[config.mk]
export PLATFORM = sky130hd
export DESIGN_NAME = serial_frame_ctrl
export DESIGN_NICKNAME = d
export VERILOG_FILES = /design/src/rtl/serial_pkg.sv /design/src/rtl/bit_timer.sv /design/src/rtl/serial_frame_ctrl.sv
export SDC_FILE = /design/constraint.sdc
export NUM_CORES = 1
export LEC_CHECK = 0
export CELL_PAD_IN_SITES_DETAIL_PLACEMENT = 0
export CELL_PAD_IN_SITES_GLOBAL_PLACEMENT = 1
export CORE_ASPECT_RATIO = 1.2
export CORE_MARGIN = 2
export CORE_UTILIZATION = 25
export DETAILED_ROUTE_END_ITERATION = 12
export DONT_BUFFER_PORTS = 1
export PLACE_DENSITY = 0.48
export SLEW_MARGIN = 20
export SYNTH_ARGS = -nofsm -noshare
export SYNTH_HDL_FRONTEND = slang
export SYNTH_SLANG_ARGS = --single-unit
export TNS_END_PERCENT = 5
[constraint.sdc]
create_clock -name CLK -period 1.6 [get_ports CLK]
set_clock_uncertainty 0.2 [all_clocks]
set_input_delay 0 -clock CLK [delete_from_list [all_inputs] [get_ports CLK]]
set_output_delay 0 -clock CLK [all_outputs]
set_load 0.05 [all_outputs]
[src/rtl/serial_pkg.sv]
// serial_pkg: shared frame states and default frame geometry for the serial frame sequencer.
package serial_pkg;
  typedef enum logic [2:0] {IDLE, START, DATA, STOP, HOLD, WAIT_IDLE} frame_state_t;
  localparam int WIDTH_DEF = 10;
  localparam int DIV_DEF = 4;
endpackage

[src/rtl/bit_timer.sv]
// bit_timer: DIV-cycle bit-period counter with clear, mid-bit and end-of-bit strobes.
module bit_timer #(
  parameter int DIV = 4
) (
  input  logic CLK,
  input  logic RSTn,
  input  logic clr,
  output logic mid,
  output logic last
);
  localparam int TW = $clog2(DIV);
  logic [TW-1:0] tick;
  always_ff @(posedge CLK or negedge RSTn)
    if (!RSTn) tick <= '0;
    else tick <= (clr || last) ? '0 : tick + 1'b1;
  assign mid = tick == TW'(DIV / 2 - 1);
  assign last = tick == TW'(DIV - 1);
endmodule

[src/rtl/serial_frame_ctrl.sv]
// serial_frame_ctrl: receives an idle-high serial frame and drives an external shift register
// one bit per pulse, then holds the word behind a valid/ack handshake.
module serial_frame_ctrl
  import serial_pkg::*;
#(
  parameter int WIDTH = WIDTH_DEF,
  parameter int DIV = DIV_DEF
) (
  input  logic CLK,
  input  logic RSTn,
  input  logic SER_IN,
  input  logic ACK,
  output logic SHIFT_EN,
  output logic SHIFT_DATA,
  output logic FRAME_VALID,
  output logic FRAME_ERR,
  output logic BUSY
);
  localparam int BW = $clog2(WIDTH + 1);
  frame_state_t state;
  logic [BW-1:0] bitcnt;
  logic s1, s, clr, mid, last;
  // the timer restarts at the start edge and again at mid-start, so data samples land mid-bit
  assign clr = state == IDLE || (state == START && mid);
  bit_timer #(.DIV(DIV)) u_timer (.CLK(CLK), .RSTn(RSTn), .clr(clr), .mid(mid), .last(last));
  always_ff @(posedge CLK or negedge RSTn)
    if (!RSTn) begin
      s1 <= 1'b1;
      s <= 1'b1;
      state <= IDLE;
      bitcnt <= '0;
      SHIFT_EN <= 1'b0;
      SHIFT_DATA <= 1'b0;
      FRAME_VALID <= 1'b0;
      FRAME_ERR <= 1'b0;
      BUSY <= 1'b0;
    end else begin
      s1 <= SER_IN;
      s <= s1;
      SHIFT_EN <= 1'b0;
      SHIFT_DATA <= 1'b0;
      FRAME_ERR <= 1'b0;
      case (state)
        IDLE: if (!s) begin
          state <= START;
          BUSY <= 1'b1;
        end
        START: if (mid) begin
          state <= s ? IDLE : DATA;
          BUSY <= !s;
          bitcnt <= '0;
        end
        DATA: if (last) begin
          SHIFT_EN <= 1'b1;
          SHIFT_DATA <= s;
          bitcnt <= bitcnt + 1'b1;
          if (bitcnt == BW'(WIDTH - 1)) state <= STOP;
        end
        STOP: if (last) begin
          state <= s ? HOLD : WAIT_IDLE;
          FRAME_VALID <= s;
          FRAME_ERR <= !s;
        end
        HOLD: if (ACK) begin
          state <= IDLE;
          FRAME_VALID <= 1'b0;
          BUSY <= 1'b0;
        end
        WAIT_IDLE: if (s) begin
          state <= IDLE;
          BUSY <= 1'b0;
        end
        default: state <= IDLE;
      endcase
    end
endmodule

==> results of run 1 <==
[power breakdown]
part	leakage, nW	total [mW]	internal (mW)	switching (mW)
Sequential	0.202	0.652	0.516	0.136
Clock	0.0210	0.275	0.138	0.137
Combinational	0.243	0.830	0.423	0.407
Total	0.466	1.76	1.08	0.679
[what timing repair did]
item,in CTS,in global routing
gates cloned,0,0
hold buffers,3,0
pin swaps,1,0
setup endpoints to repair,4,11
resized for setup,3,7
buffers inserted,1,0
endpoints found under the hold margin,20,0
[state kept, by name, indices dropped and copies added, names as in the netlist]
signal,cells
s,1
s1,1
BUSY,1
bitcnt,4
u_timer.tick,2
FRAME_ERR,1
SHIFT_DATA,1
FRAME_VALID,1
SHIFT_EN,1
state,3
[kinds of logic (layout without fill, tap and decap cells)]
kind of cell	after synthesis	after routing	synth area share, %
flip-flops	16	16	51.0
AO/OA/AOI/OAI	15	15	13.9
buffers and inverters	9	31	6.02
adder cells (fa/ha/maj)	4	4	6.34
AND/OR/NAND/NOR	25	25	18.5
multiplexers	3	3	4.12
[Yosys cell counts, drive strengths merged, types with 2 or more instances]
cell type	number	area (µm²)
a211oi	2	20.0
o21ai	2	10.0
nor3	6	30.0
a21oi	4	20.0
ha	4	50.1
nand2	7	28.8
dfrtp	14	350
mux2	2	22.5
nand3	2	10.0
buf	4	28.8
dfstp	2	52.6
a311oi	2	23.8
inv	5	18.8
nor2b	3	18.8
[layout make-up]
cell class	instances	area (µm²)	share of cell area, %
inverter	5	18.8	1.78
clock buffer	4	36.3	3.45
sequential	16	404	38.4
timing repair buffer	22	173	16.4
tap	36	45.0	4.28
multi-input combinational	47	375	35.7
[metrics by stage]
step                hold slack, ns  cells  TNS (ns)
floorplan                   -0.496     72    -0.121
global placement            -0.495    122    -0.137
detailed placement          -0.495    122    -0.160
CTS                         0.0243    130    -0.156
global route                0.0231    130    -0.541
finish                      0.0125    130    -0.121
[metal layers]
metal	GRT usage, %	wire (µm)	share of wire, %
met1	13.6	776	47
met2	18.3	815	49
met3	2.95	57	3.4
met4	6.10	15	0.90
met5	0	0	0
[worst max path at each step]
stage	to	slack (ns)	cells after the start
floorplan	BUSY	-0.12	5
global placement	BUSY	-0.1	5
detailed placement	BUSY	-0.12	5
CTS	BUSY	-0.09	5
global route	BUSY	-0.22	5
finish	BUSY	-0.11	5
==> results.py, run 1 <==
metrics = {
    "final_layout": {
        "fin_area_um2": 1050,
        "layout_common_cells": "buf_4, dfrtp_1, inv_1, nor3_1, nand2_1",
        "finish.utilization_pct": 34.8,
        "final_common_cell": "buf_4",
        "drive_gt1_share_pct": 40.4,
        "fillers": 316,
        "design.final.nets": 103,
        "n_antenna_cell": 0,
        "area_delta_synth_final_pct": 33.3,
    },
    "worst_setup_path": {
        "r2r_cells": 5,
        "worstReg2RegEnd": "BUSY",
        "crit_arrival_ns": 1.68,
        "r2r-start": "u_timer.tick[1]",
        "crit_required_ns": 1.58,
        "critPathMaxFanout": 2,
        "cp_top_family": "flip-flops",
        "critical_path_class": "flop to flop",
        "crit_path_top_delay_cell": "dfrtp_1",
        "r2r_setup_slack_ns": -0.11,
        "setup.worst_path.end_class": "flop",
        "crit_start": "u_timer.tick[1]",
        "worstPathCellList": "inv_1 > ha_1 > or2b_1 > a311oi_2 > mux2_1",
        "slowest_delay_ns": 0.39,
        "crit_buf_inv": 1,
        "cp-start-kind": "flop",
    },
    "logic_synthesis": {
        "ys_ff_latch": 16,
        "async_flop_share_pct": 100,
        "yosys_most_used_dff": "dfrtp_1",
        "syn_inst": 72,
        "ys_seq_area_share_pct": 51.0,
        "yosysUniqueCellTypes": 34,
        "synth_nets": 80,
        "synth_warnings": 0,
        "avgSynthCellArea_um2": 11.0,
        "synth_area_um2": 790,
        "synth_edf_count": 0,
    },
    "cts": {
        "clk_pin_slew_worst_paths_ns": 0.10,
        "clk_path_buf_depth": 2,
        "clk_latency_ns": 0.28,
        "cts_buffers": 3,
        "cts.sinks": 16,
        "clock_tree.root_cell": "clkbuf_4",
        "cts_max_level": 1,
        "cts_tree": "yes",
    },
    "drt": {
        "drtIter0Drc": 13,
        "routedWlPerCell_um": 12.8,
        "routed_wl_mm": 1.66,
        "vias": 635,
        "vias_per_cell": 4.88,
        "ant_nets": 0,
        "post-route-drc-count": 0,
        "first_pass_iters": 4,
    },
    "run_status": {
        "violations": "setup timing",
        "status": "finished with violations",
    },
    "die": {
        "dieArea_um2": 3630,
        "io_pins": 9,
        "fp.dieH_um": 65.6,
        "start_util_pct": 26.1,
        "dieWidth_um": 55.3,
        "core_area_um2": 3030,
        "num_rows": 22,
    },
    "timing": {
        "timing.final.hold_violations": 0,
        "finalCritPeriodShare_pct": 107,
        "fin_crit_ns": 1.71,
        "setup_violations": 2,
        "fmax_ghz": 0.586,
        "rsz0062_at_grt": "true",
        "drv_slew": 0,
        "worst_pin_slew_ns": 0.754,
        "relSlewSlack_pct": 49.6,
        "final.setup.worst_slack_ns": -0.106,
    },
    "place": {
        "dpl.hpwl_mm": 1.22,
        "portBuffers": 0,
        "dpl_worst_slack_ns": -0.125,
        "postPlaceCellArea_um2": 941,
        "gp_congestion": 0.683,
    },
    "grt": {
        "grt_pass1_wl_mm": 3.09,
        "grt_max_degree": 17,
        "grt-ovfl-total": 0,
        "antenna_found_initial": 0,
        "grt_pass1_vias": 657,
        "grt_usage_pct": 11.3,
    },
    "run": {
        "maxCapViolCount": 0,
    },
    "pwr": {
        "irDropWorstVdd_v": 0.000559,
        "power_mw": 1.76,
        "powerDensity_nw_per_um2": 1670,
        "power.leakage_nw": 0.466,
    },
    "min_path": {
        "hp-class": "primary input to asynchronous set/reset pin",
    },
}
Note: power is estimated with default switching activity, not from simulation.
==> run 2, diff against run 1 <==
--- a/config.mk
+++ b/config.mk
@@ -8,11 +8,12 @@
 export CELL_PAD_IN_SITES_DETAIL_PLACEMENT = 0
 export CELL_PAD_IN_SITES_GLOBAL_PLACEMENT = 1
 export CORE_ASPECT_RATIO = 1.2
-export CORE_MARGIN = 2
+export CORE_MARGIN = 8
 export CORE_UTILIZATION = 25
 export DETAILED_ROUTE_END_ITERATION = 12
 export DONT_BUFFER_PORTS = 1
 export PLACE_DENSITY = 0.48
+export SKIP_CTS_REPAIR_TIMING = 1
 export SLEW_MARGIN = 20
 export SYNTH_ARGS = -nofsm -noshare
 export SYNTH_HDL_FRONTEND = slang
==> run 2 against run 1 <==
The run ends with hold timing, setup timing left. Utilization is 2.0 points lower. Die area rose by 44%. Power is 9.3% lower. Combinational power shrank 16%. Non-clock buffer count shrank 3. Routed wire length decreased by 0.42%. Critical endpoint unchanged. Largest power group unchanged.
==> results.py, run 2 (same netlist as run 1, synthesis figures left out) <==
metrics = {
    "pwr": {
        "power.leakage_nw": 0.445,
        "irDropWorstVdd_v": 0.000558,
        "power.switching_uw": 636,
        "p_comb_share_pct": 43.6,
        "p_sw_share_pct": 39.9,
        "powerDensity_nw_per_um2": 1610,
        "p_int_uw": 957,
        "p_seq_share_pct": 42.3,
        "clkPwrFrac_pct": 14.1,
        "power_mw": 1.59,
    },
    "drt": {
        "first_pass_iters": 4,
        "vias": 586,
        "drtIter0Drc": 6,
        "post-route-drc-count": 0,
        "routedWlPerCell_um": 13.0,
        "routed_wl_mm": 1.66,
        "ant_nets": 0,
        "vias_per_cell": 4.61,
    },
    "final_layout": {
        "area_delta_synth_final_pct": 25.5,
        "fillers": 328,
        "reg.largest.list": "bitcnt: 4 flops, state: 3 flops, u_timer.tick: 2 flops",
        "n_antenna_cell": 0,
        "design.final.nets": 100,
        "largest_reg_flops": 4,
        "final_common_cell": "buf_4",
        "top_register": "bitcnt",
        "drive_gt1_share_pct": 29.7,
        "layout_common_cells": "buf_4, dfrtp_1, nand2_1",
    },
    "min_path": {
        "hp-class": "primary input to flop",
    },
    "timing": {
        "fmax_ghz": 0.577,
        "rsz0062_at_grt": "true",
        "drv_slew": 0,
        "setup_violations": 1,
        "finalCritPeriodShare_pct": 108,
        "final.setup.worst_slack_ns": -0.134,
        "relSlewSlack_pct": 48.7,
        "timing.final.hold_violations": 1,
        "fin_crit_ns": 1.73,
        "worst_pin_slew_ns": 0.768,
        "whs_ns": -0.00810,
    },
    "grt": {
        "grt_pass1_vias": 614,
        "grt-ovfl-total": 0,
        "grt_pass1_wl_mm": 3.00,
        "grt_usage_pct": 7.27,
        "antenna_found_initial": 0,
        "grt_max_degree": 17,
    },
    "place": {
        "portBuffers": 0,
        "gp_congestion": 0.776,
        "dpl.hpwl_mm": 1.19,
    },
    "cts": {
        "cts_tree": "yes",
        "cts.sinks": 16,
        "clk_pin_slew_worst_paths_ns": 0.09,
        "clock_tree.root_cell": "clkbuf_4",
        "cts_buffers": 3,
        "cts_max_level": 1,
        "clk_path_buf_depth": 2,
        "clk_latency_ns": 0.29,
    },
    "run": {
        "maxCapViolCount": 0,
    },
    "die": {
        "num_rows": 22,
        "fp.dieH_um": 77.6,
        "io_pins": 9,
        "start_util_pct": 26.1,
        "dieWidth_um": 67.3,
        "core_area_um2": 3030,
        "dieArea_um2": 5220,
    },
    "worst_setup_path": {
        "critical_path_class": "flop to flop",
        "crit_arrival_ns": 1.70,
        "setup.worst_path.end_class": "flop",
        "cp-start-kind": "flop",
        "critPathMaxFanout": 2,
        "crit_required_ns": 1.56,
    },
    "run_status": {
        "status": "finished with violations",
        "violations": "hold timing, setup timing",
    },
}
[run 2: worst max-delay path: stages (launching register included)]
cell	delay [ns]
dfrtp_1	0.39
inv_1	0.06
ha_1	0.14
or2b_1	0.25
a311oi_2	0.24
mux2_1	0.34
[run 2: area by class of cell]
| class | instances | area, µm² | area share (%) |
|---|---|---|---|
| Clock buffer | 4 | 26.3 | 2.65 |
| Inverter | 5 | 18.8 | 1.89 |
| Multi-Input combinational cell | 47 | 344 | 34.7 |
| Sequential cell | 16 | 403 | 40.7 |
| Tap cell | 36 | 45.0 | 4.55 |
| Timing Repair Buffer | 19 | 154 | 15.5 |
[run 2: through the flow]
step	setup WS (ns)	std cells	cell area (µm²)	setup TNS [ns]	util, %
final	-0.134	127	991	-0.134	32.7
after global routing	-0.242	127	991	-0.728	32.7
after CTS	-0.143	124	952	-0.177	31.4
after detailed placement	-0.130	120	926	-0.130	30.6
after global placement	-0.0966	120	926	-0.116	30.6
after floorplan	-0.121	72	790	-0.121	-
[run 2: final timing paths]
path / startpoint / to / slack (ns) / cells past startpoint
setup / recovery: u_timer.tick[1] / BUSY / -0.13 / 5
setup reg to reg: u_timer.tick[1] / BUSY / -0.13 / 5
hold reg to reg: s1 / s / 0.16 / 0
min in group asynchronous: RSTn / state[0] / 0.02 / 1
hold / removal: ACK / BUSY / -0.008 / 3
max in group asynchronous: RSTn / BUSY / 0.69 / 1
[run 2: power groups by stage]
stage / Sequential [mW] / Clock, mW / Combinational [mW]
floorplan: 0.689 / 0 / 0.417
CTS: 0.676 / 0.238 / 0.682
global placement: 0.685 / 0 / 0.677
global route: 0.698 / 0.258 / 0.776
finish: 0.674 / 0.224 / 0.695
detailed placement: 0.687 / 0 / 0.677
[run 2: metal layers]
metal	share of wire (%)	vias to the layer above	track usage, %
met3	5.7	2	3.16
met1	51	274	9.29
met2	42	8	10.5
li1	-	302	-
met5	0	-	0
met4	0.91	0	2.52
